**src/rtl/serial_adder_ctrl_if.sv**
```systemverilog
// Handshake and data bundle for the bit-serial adder: operand request
// channel (start_*, a/b/cin) and result channel (res_*, sum/cout).
interface serial_adder_ctrl_if #(
  parameter int WIDTH = 8
) ();

  logic             start_valid;
  logic             start_ready;
  logic [WIDTH-1:0] a_in;
  logic [WIDTH-1:0] b_in;
  logic             cin_in;
  logic             res_valid;
  logic             res_ready;
  logic [WIDTH-1:0] sum_out;
  logic             cout_out;
  logic             busy;

  // Requester side: presents operands and consumes results.
  modport master (
    output start_valid, a_in, b_in, cin_in, res_ready,
    input  start_ready, res_valid, sum_out, cout_out, busy
  );

  // Adder side.
  modport slave (
    input  start_valid, a_in, b_in, cin_in, res_ready,
    output start_ready, res_valid, sum_out, cout_out, busy
  );

endinterface

```
**src/rtl/serial_adder_ctrl.sv**
```systemverilog
// Bit-serial adder: operands are accepted in parallel, added LSB-first
// through a single full-adder cell one bit per clock with the carry kept
// in a flop, and the collected sum is returned over a valid/ready channel.

// One-bit full-adder cell shared by every bit position.
module fadder (
  input  logic a,
  input  logic b,
  input  logic ci,
  output logic s,
  output logic co
);

  assign s  = a ^ b ^ ci;
  assign co = (a & b) | (a & ci) | (b & ci);

endmodule

module serial_adder_ctrl #(
  parameter int WIDTH = 8
) (
  input  logic                clk,
  input  logic                rst_n,
  serial_adder_ctrl_if.slave  bus
);

  localparam int CW = $clog2(WIDTH);
  localparam logic [CW-1:0] CNT_LAST = CW'(WIDTH - 1);

  typedef enum logic [1:0] {
    IDLE = 2'd0,
    RUN  = 2'd1,
    DONE = 2'd2
  } state_t;

  state_t           state_q,     state_d;
  logic [WIDTH-1:0] a_q,         a_d;
  logic [WIDTH-1:0] b_q,         b_d;
  logic [WIDTH-1:0] s_q,         s_d;
  logic             carry_q,     carry_d;
  logic [CW-1:0]    cnt_q,       cnt_d;
  logic [WIDTH-1:0] sum_q,       sum_d;
  logic             cout_q,      cout_d;
  logic             res_valid_q, res_valid_d;
  logic             busy_q,      busy_d;

  logic fa_s;
  logic fa_co;

  // The current LSBs of the operand shifters and the stored carry feed the cell.
  fadder u_fadder (
    .a  (a_q[0]),
    .b  (b_q[0]),
    .ci (carry_q),
    .s  (fa_s),
    .co (fa_co)
  );

  // Next-state logic: load on accept, shift one bit per RUN cycle, hold the
  // result in DONE until the consumer takes it.
  always_comb begin
    state_d     = state_q;
    a_d         = a_q;
    b_d         = b_q;
    s_d         = s_q;
    carry_d     = carry_q;
    cnt_d       = cnt_q;
    sum_d       = sum_q;
    cout_d      = cout_q;
    res_valid_d = res_valid_q;
    busy_d      = busy_q;

    case (state_q)
      IDLE: begin
        if (bus.start_valid) begin
          a_d     = bus.a_in;
          b_d     = bus.b_in;
          carry_d = bus.cin_in;
          cnt_d   = '0;
          busy_d  = 1'b1;
          state_d = RUN;
        end
      end

      RUN: begin
        s_d     = {fa_s, s_q[WIDTH-1:1]};
        a_d     = a_q >> 1;
        b_d     = b_q >> 1;
        carry_d = fa_co;
        if (cnt_q == CNT_LAST) begin
          // Last bit: publish the result; the counter holds rather than wrap.
          sum_d       = {fa_s, s_q[WIDTH-1:1]};
          cout_d      = fa_co;
          res_valid_d = 1'b1;
          state_d     = DONE;
        end else begin
          cnt_d = cnt_q + CW'(1);
        end
      end

      DONE: begin
        if (bus.res_ready) begin
          res_valid_d = 1'b0;
          busy_d      = 1'b0;
          state_d     = IDLE;
        end
      end

      default: begin
        res_valid_d = 1'b0;
        busy_d      = 1'b0;
        state_d     = IDLE;
      end
    endcase
  end

  // State, datapath and registered outputs; reset aborts any operation in flight.
  always_ff @(posedge clk or negedge rst_n) begin
    if (!rst_n) begin
      state_q     <= IDLE;
      a_q         <= '0;
      b_q         <= '0;
      s_q         <= '0;
      carry_q     <= 1'b0;
      cnt_q       <= '0;
      sum_q       <= '0;
      cout_q      <= 1'b0;
      res_valid_q <= 1'b0;
      busy_q      <= 1'b0;
    end else begin
      state_q     <= state_d;
      a_q         <= a_d;
      b_q         <= b_d;
      s_q         <= s_d;
      carry_q     <= carry_d;
      cnt_q       <= cnt_d;
      sum_q       <= sum_d;
      cout_q      <= cout_d;
      res_valid_q <= res_valid_d;
      busy_q      <= busy_d;
    end
  end

  assign bus.start_ready = (state_q == IDLE);
  assign bus.res_valid   = res_valid_q;
  assign bus.sum_out     = sum_q;
  assign bus.cout_out    = cout_q;
  assign bus.busy        = busy_q;

endmodule

```
**src/flat_wrapper.sv**
```systemverilog
// flat-port wrapper written by rule: the top's interface ports become plain ports
module serial_adder_ctrl_flat 
#(
  parameter int WIDTH = 8
)
  (clk, rst_n, bus_start_valid, bus_a_in, bus_b_in, bus_cin_in, bus_res_ready, bus_start_ready, bus_res_valid, bus_sum_out, bus_cout_out, bus_busy);
  serial_adder_ctrl_if #(.WIDTH(WIDTH)) bus_i ();
  input  logic clk;
  input  logic rst_n;
  input wire logic [$bits(bus_i.start_valid)-1:0] bus_start_valid;
  input wire logic [$bits(bus_i.a_in)-1:0] bus_a_in;
  input wire logic [$bits(bus_i.b_in)-1:0] bus_b_in;
  input wire logic [$bits(bus_i.cin_in)-1:0] bus_cin_in;
  input wire logic [$bits(bus_i.res_ready)-1:0] bus_res_ready;
  output wire logic [$bits(bus_i.start_ready)-1:0] bus_start_ready;
  output wire logic [$bits(bus_i.res_valid)-1:0] bus_res_valid;
  output wire logic [$bits(bus_i.sum_out)-1:0] bus_sum_out;
  output wire logic [$bits(bus_i.cout_out)-1:0] bus_cout_out;
  output wire logic [$bits(bus_i.busy)-1:0] bus_busy;
  assign bus_i.start_valid = bus_start_valid;
  assign bus_i.a_in = bus_a_in;
  assign bus_i.b_in = bus_b_in;
  assign bus_i.cin_in = bus_cin_in;
  assign bus_i.res_ready = bus_res_ready;
  assign bus_start_ready = bus_i.start_ready;
  assign bus_res_valid = bus_i.res_valid;
  assign bus_sum_out = bus_i.sum_out;
  assign bus_cout_out = bus_i.cout_out;
  assign bus_busy = bus_i.busy;
  serial_adder_ctrl #(.WIDTH(WIDTH)) u_core (.clk(clk), .rst_n(rst_n), .bus(bus_i));
endmodule
```
**config.mk**
```make
export PLATFORM = sky130hd
export DESIGN_NAME = serial_adder_ctrl_flat
export DESIGN_NICKNAME = d
export VERILOG_FILES = /design/src/rtl/serial_adder_ctrl_if.sv /design/src/rtl/serial_adder_ctrl.sv /design/src/flat_wrapper.sv
export SDC_FILE = /design/constraint.sdc
export NUM_CORES = 1
export LEC_CHECK = 0
export BUFFER_PORTS_ARGS = -buffer_cell sky130_fd_sc_hd__buf_2
export CAP_MARGIN = 20
export CORE_MARGIN = 1.5
export CORE_UTILIZATION = 45
export CTS_BUF_LIST = sky130_fd_sc_hd__clkbuf_4 sky130_fd_sc_hd__clkbuf_8 sky130_fd_sc_hd__clkbuf_16
export DETAILED_ROUTE_END_ITERATION = 12
export PLACE_DENSITY = 0.67
export SKIP_LAST_GASP = 1
export SYNTH_ARGS = -nofsm -noshare
export SYNTH_HDL_FRONTEND = slang
export SYNTH_HIERARCHICAL = 1
export SYNTH_SLANG_ARGS = --single-unit
```
**constraint.sdc**
```tcl
create_clock -name clk -period 1.88 [get_ports clk]
set_input_delay 0.282 -clock clk [delete_from_list [all_inputs] [get_ports clk]]
set_output_delay 0.282 -clock clk [all_outputs]
set_load 0.1 [all_outputs]
```
==> run summary <==
The most used flip-flop cell after synthesis is dfrtp_1. After the first detailed-routing iteration, the DRC count stood at 48. The number of sinks driven by the clock tree came out at 40. The flop-to-flop setup slack came out at 340 ps.

Setup violations remaining at the end of the flow were counted as 0. The largest delay contributor family on the critical path is flip-flops. The floorplan step defined a die boundary enclosing 0.004334 mm2. The share of post-route cells with drive strength above 1 came out at 32.00%. The final number of max-transition violations came out at 0. The number of buffer cells added on primary ports came out at 32. Averaged over all synthesized cells, the footprint is 10.83 um2. The flop and latch count out of synthesis came out at 40. The maximum fanout along the worst path came out at 10.

The detail route stage leaves a number of antenna-violating nets equal to 0. After technology mapping, the gate count stands at 164. The total core area came out at 0.003716 mm2. The maximum single-stage delay on the critical path is 490 ps. The critical register-to-register path startpoint is u_core/cnt_q[0]$_DFFE_PN0P_.

The overall overflow remaining after global route is 0. After detailed placement, the total cell area comes to 0.002006 mm2. The via count of the first global-routing pass came to 1429. The number of warning messages in the yosys log is 6. For this run, design rule violations remaining after detail routing come to 0. The worst setup path is captured at a primary output. In this run, post-CTS repair resized a total of 0 instances. The first-pass GRT wire length is 6520 um.

The largest total area in the synthesized netlist belongs to dfrtp_1. The cell sitting at the root of the clock tree is a clkbuf_8. TritonCTS built the clock tree. The cell depth of the worst min-delay path is 3. The net count of the finished layout came out at 223.

The worst-case IR drop observed on VDD is 0.5979 mV. Setup repair after global routing left no endpoint under its margin. The critical path required time is 1600 ps.

The first-pass iteration count of the detailed router is 4. The global-route total usage across every layer came out at 19.87%. The worst setup path is launched from a register. The final cell area excluding filler cells came out at 0.002108 mm2. Summing the sequential cell areas from Yosys gives 56.34% of the chip area. Together, buffers and inverters on the worst path number 1. In this run the biggest area consumer among cell types represents 56.34% of the synthesized area. The worst max-slew margin expressed relative to the limit came out at 64.94%. The clock latency reported for the late side of the worst-skew pair came out at 290 ps. In this run the count of I/O pins placed on the die edge is 33. Summed over all cells, the static leakage comes to 1.005 nW.

Adding up every negative setup slack in the final design gives 0 ps. The floorplan has 22 rows. The number of buffers on the longest clock path is 2. The highest clock frequency the design can meet is 600.1 MHz. Using the TritonRoute via totals, the vias-per-cell ratio works out to 5.246. The async set-or-reset flop fraction in the synthesized netlist came out at 100.0%. The number of cells on the worst reg-to-reg path is 4. The post-synth net total is 188.

The max-capacitance violation count came out at 0. Summing all flip-flop and latch instances after layout gives 0.001001 mm2. The part of the cycle the worst path needs came out at 88.64%. The final-report hold violation count is 0. The startpoint of the worst hold path is bus_a_in[7].

The number of buffers created by CTS came out at 5. In this run the number of H-tree levels came out at 2. The worst hold path terminates at u_core/a_q[7]$_DFFE_PN0P_.

The instance count after placement with tap cells included came out at 239. The signal on the critical path passes through nor2_2 -> buf_12. Across the routed clock network, the largest skew measured is 4.227 ps. The routed wire length came out at 3608 um. The type of the tightest min-delay check is in2reg.

The shortest clock period the worst path allows after layout came out at 1666 ps. Among all stages on the critical path, the largest delay is contributed by dfrtp_1. The transition time at the pin with the least slew margin is 525.9 ps. The overall power after layout came out at 4.109 mW. The setup path with the least slack is of type reg2out. Fill cells in the final layout number 342. The sum of net half-perimeters after detailed placement came out at 2531 um. The power per standard cell area is 1949 mW/mm2. The via count of the routed design came out at 1301. The largest net degree at the start of global routing came out at 41. Summing all multi-input logic gate instances after layout gives 719.4 um2. The flow ran to the end, and the final reports show no timing, DRC or antenna violations.

The chip width is 65.84 um. The synthesized area came out at 0.001777 mm2. The initial antenna violation count is 0. The y dimension of the die came out at 65.84 um.

The initial utilization of the core area, before any placement, comes to 47.81%. At the end of routability-driven placement, the weighted congestion stood at 0.7437. The count of flip-flops with a built-in enable after synthesis is 0. Across all setup checks in the final design, the least slack found is 213.6 ps. By area the synthesized netlist is led by dfrtp_1 (56%), mux2_2 (6.3%), nand2_1 (5.7%). The count of placed standard cells in the final layout, fillers left out came out at 248.

The number of distinct standard cells referenced by the synthesized netlist is 23. In this run the critical register-to-register path is captured at u_core/bus.sum_out[7]$_DFFE_PN0P_. The worst setup slack after placement is 344.8 ps. The arrival time at the worst endpoint came out at 1380 ps. The clock input transition at the sequential cells of the worst setup and hold paths is 70 ps. The layout overhead on the synthesized area came out at 18.66%. The number of antenna diodes is 0. The routed wirelength normalized by instance count came out at 14.55 um.
==> layout make-up <==
class                   instances  area share [%]
flip-flops and latches         40           47.48
multi-input cells             114           34.12
repair buffers                 38           11.16
clock buffers                   6           3.917
well taps                      48           2.849
clock inverters                 2          0.4748
==> synth_stat cells (2+ instances only) <==
master / n
o21ai_0: 5
dfrtp_1: 40
nor3_1: 9
nor2b_1: 2
nor2_1: 22
mux2_2: 10
buf_4: 4
nand2b_1: 3
ha_1: 2
a22o_1: 5
nand2_1: 27
a211oi_1: 9
buf_2: 5
nand3b_1: 6
o221a_2: 6
a21oi_1: 2
==> metrics by stage <==
| step | util [%] | hold slack (ps) |
|---|---|---|
| floorplan | - | -13.59 |
| global placement | 53.97 | 265.9 |
| detailed placement | 53.97 | 271.3 |
| CTS | 56.73 | 232.2 |
| global route | 56.73 | 241.5 |
| finish | 56.73 | 232.4 |
==> worst max-delay path by stage <==
| stage | startpoint | endpoint | slack, ps | cells after the start |
|---|---|---|---|---|
| 3_5_place_dp | u_core/cnt_q[0]$_DFFE_PN0P_ | u_core/bus.cout_out$_DFFE_PN0P_ | 340 | 4 |
| 6_report | u_core/state_q[0]$_DFFE_PN0P_ | bus_start_ready | 210 | 2 |
| 5_1_grt | u_core/state_q[0]$_DFFE_PN0P_ | bus_start_ready | 120 | 2 |
| 2_1_floorplan | u_core/state_q[1]$_DFFE_PN0P_ | u_core/a_q[4]$_DFFE_PN0P_ | 20 | 4 |
| 3_3_place_gp | u_core/cnt_q[0]$_DFFE_PN0P_ | u_core/bus.sum_out[7]$_DFFE_PN0P_ | 400 | 4 |
| 4_1_cts | u_core/state_q[0]$_DFFE_PN0P_ | bus_start_ready | 200 | 2 |
==> flip-flops by register name, summed over array words and instances, names as in the netlist <==
signal and count:
u_core/a_q 8, u_core/b_q 8, u_core/bus.sum_out 8, u_core/s_q 7, u_core/cnt_q 3, u_core/state_q 2
u_core/bus.busy 1, u_core/bus.cout_out 1, u_core/bus.res_valid 1, u_core/carry_q 1
==> logic make-up (layout without fill, tap and decap cells) <==
group | after synthesis | count (layout) | synth area share [%]
simple gates | 72 | 72 | 18.59
mux | 10 | 10 | 6.338
buf+inv | 10 | 46 | 3.309
compound gates | 29 | 29 | 12.89
fa+ha+maj | 3 | 3 | 2.535
flops | 40 | 40 | 56.34
==> worst reg2reg max path: stages, from the launching register on <==
cell and delay [ps]:
dfrtp_1 410, ha_1 210, ha_1 280, nand2_4 180, mux2_2 360
==> power by group <==
group          switching, mW  total, mW  internal (mW)  leakage, nW
sequential             0.262       1.51           1.24        0.480
clock                  0.294      0.587          0.293       0.0510
combinational           1.37       2.02          0.648        0.474
total                   1.92       4.11           2.19         1.00
==> routing by layer <==
layer / GRT usage, % / share of wire, % / vias to the layer above
li1: - / - / 642
met1: 26.24 / 49 / 627
met2: 31.69 / 46 / 25
met3: 5.622 / 3.7 / 7
met4: 6.250 / 1.4 / 0
met5: 0 / 0 / -
==> what timing repair did <==
| action | in CTS | in global routing |
|---|---|---|
| hold endpoints to repair | 40 | 0 |
| hold buffers | 1 | 0 |
| setup buffers | 0 | 0 |
==> cells in the final DEF (no fill, tap or decap), types with 5 or more instances in the layout <==
| cell | instances |
|---|---|
| dfrtp_1 | 40 |
| mux2_2 | 10 |
| a22o_1 | 5 |
| nor2_1 | 21 |
| o21ai_0 | 5 |
| nor3_1 | 9 |
| nand3b_1 | 6 |
| o221a_2 | 6 |
| clkbuf_8 | 6 |
| nand2_1 | 27 |
| a211oi_1 | 9 |
| buf_2 | 31 |
Note: power is estimated with default switching activity, not from simulation.
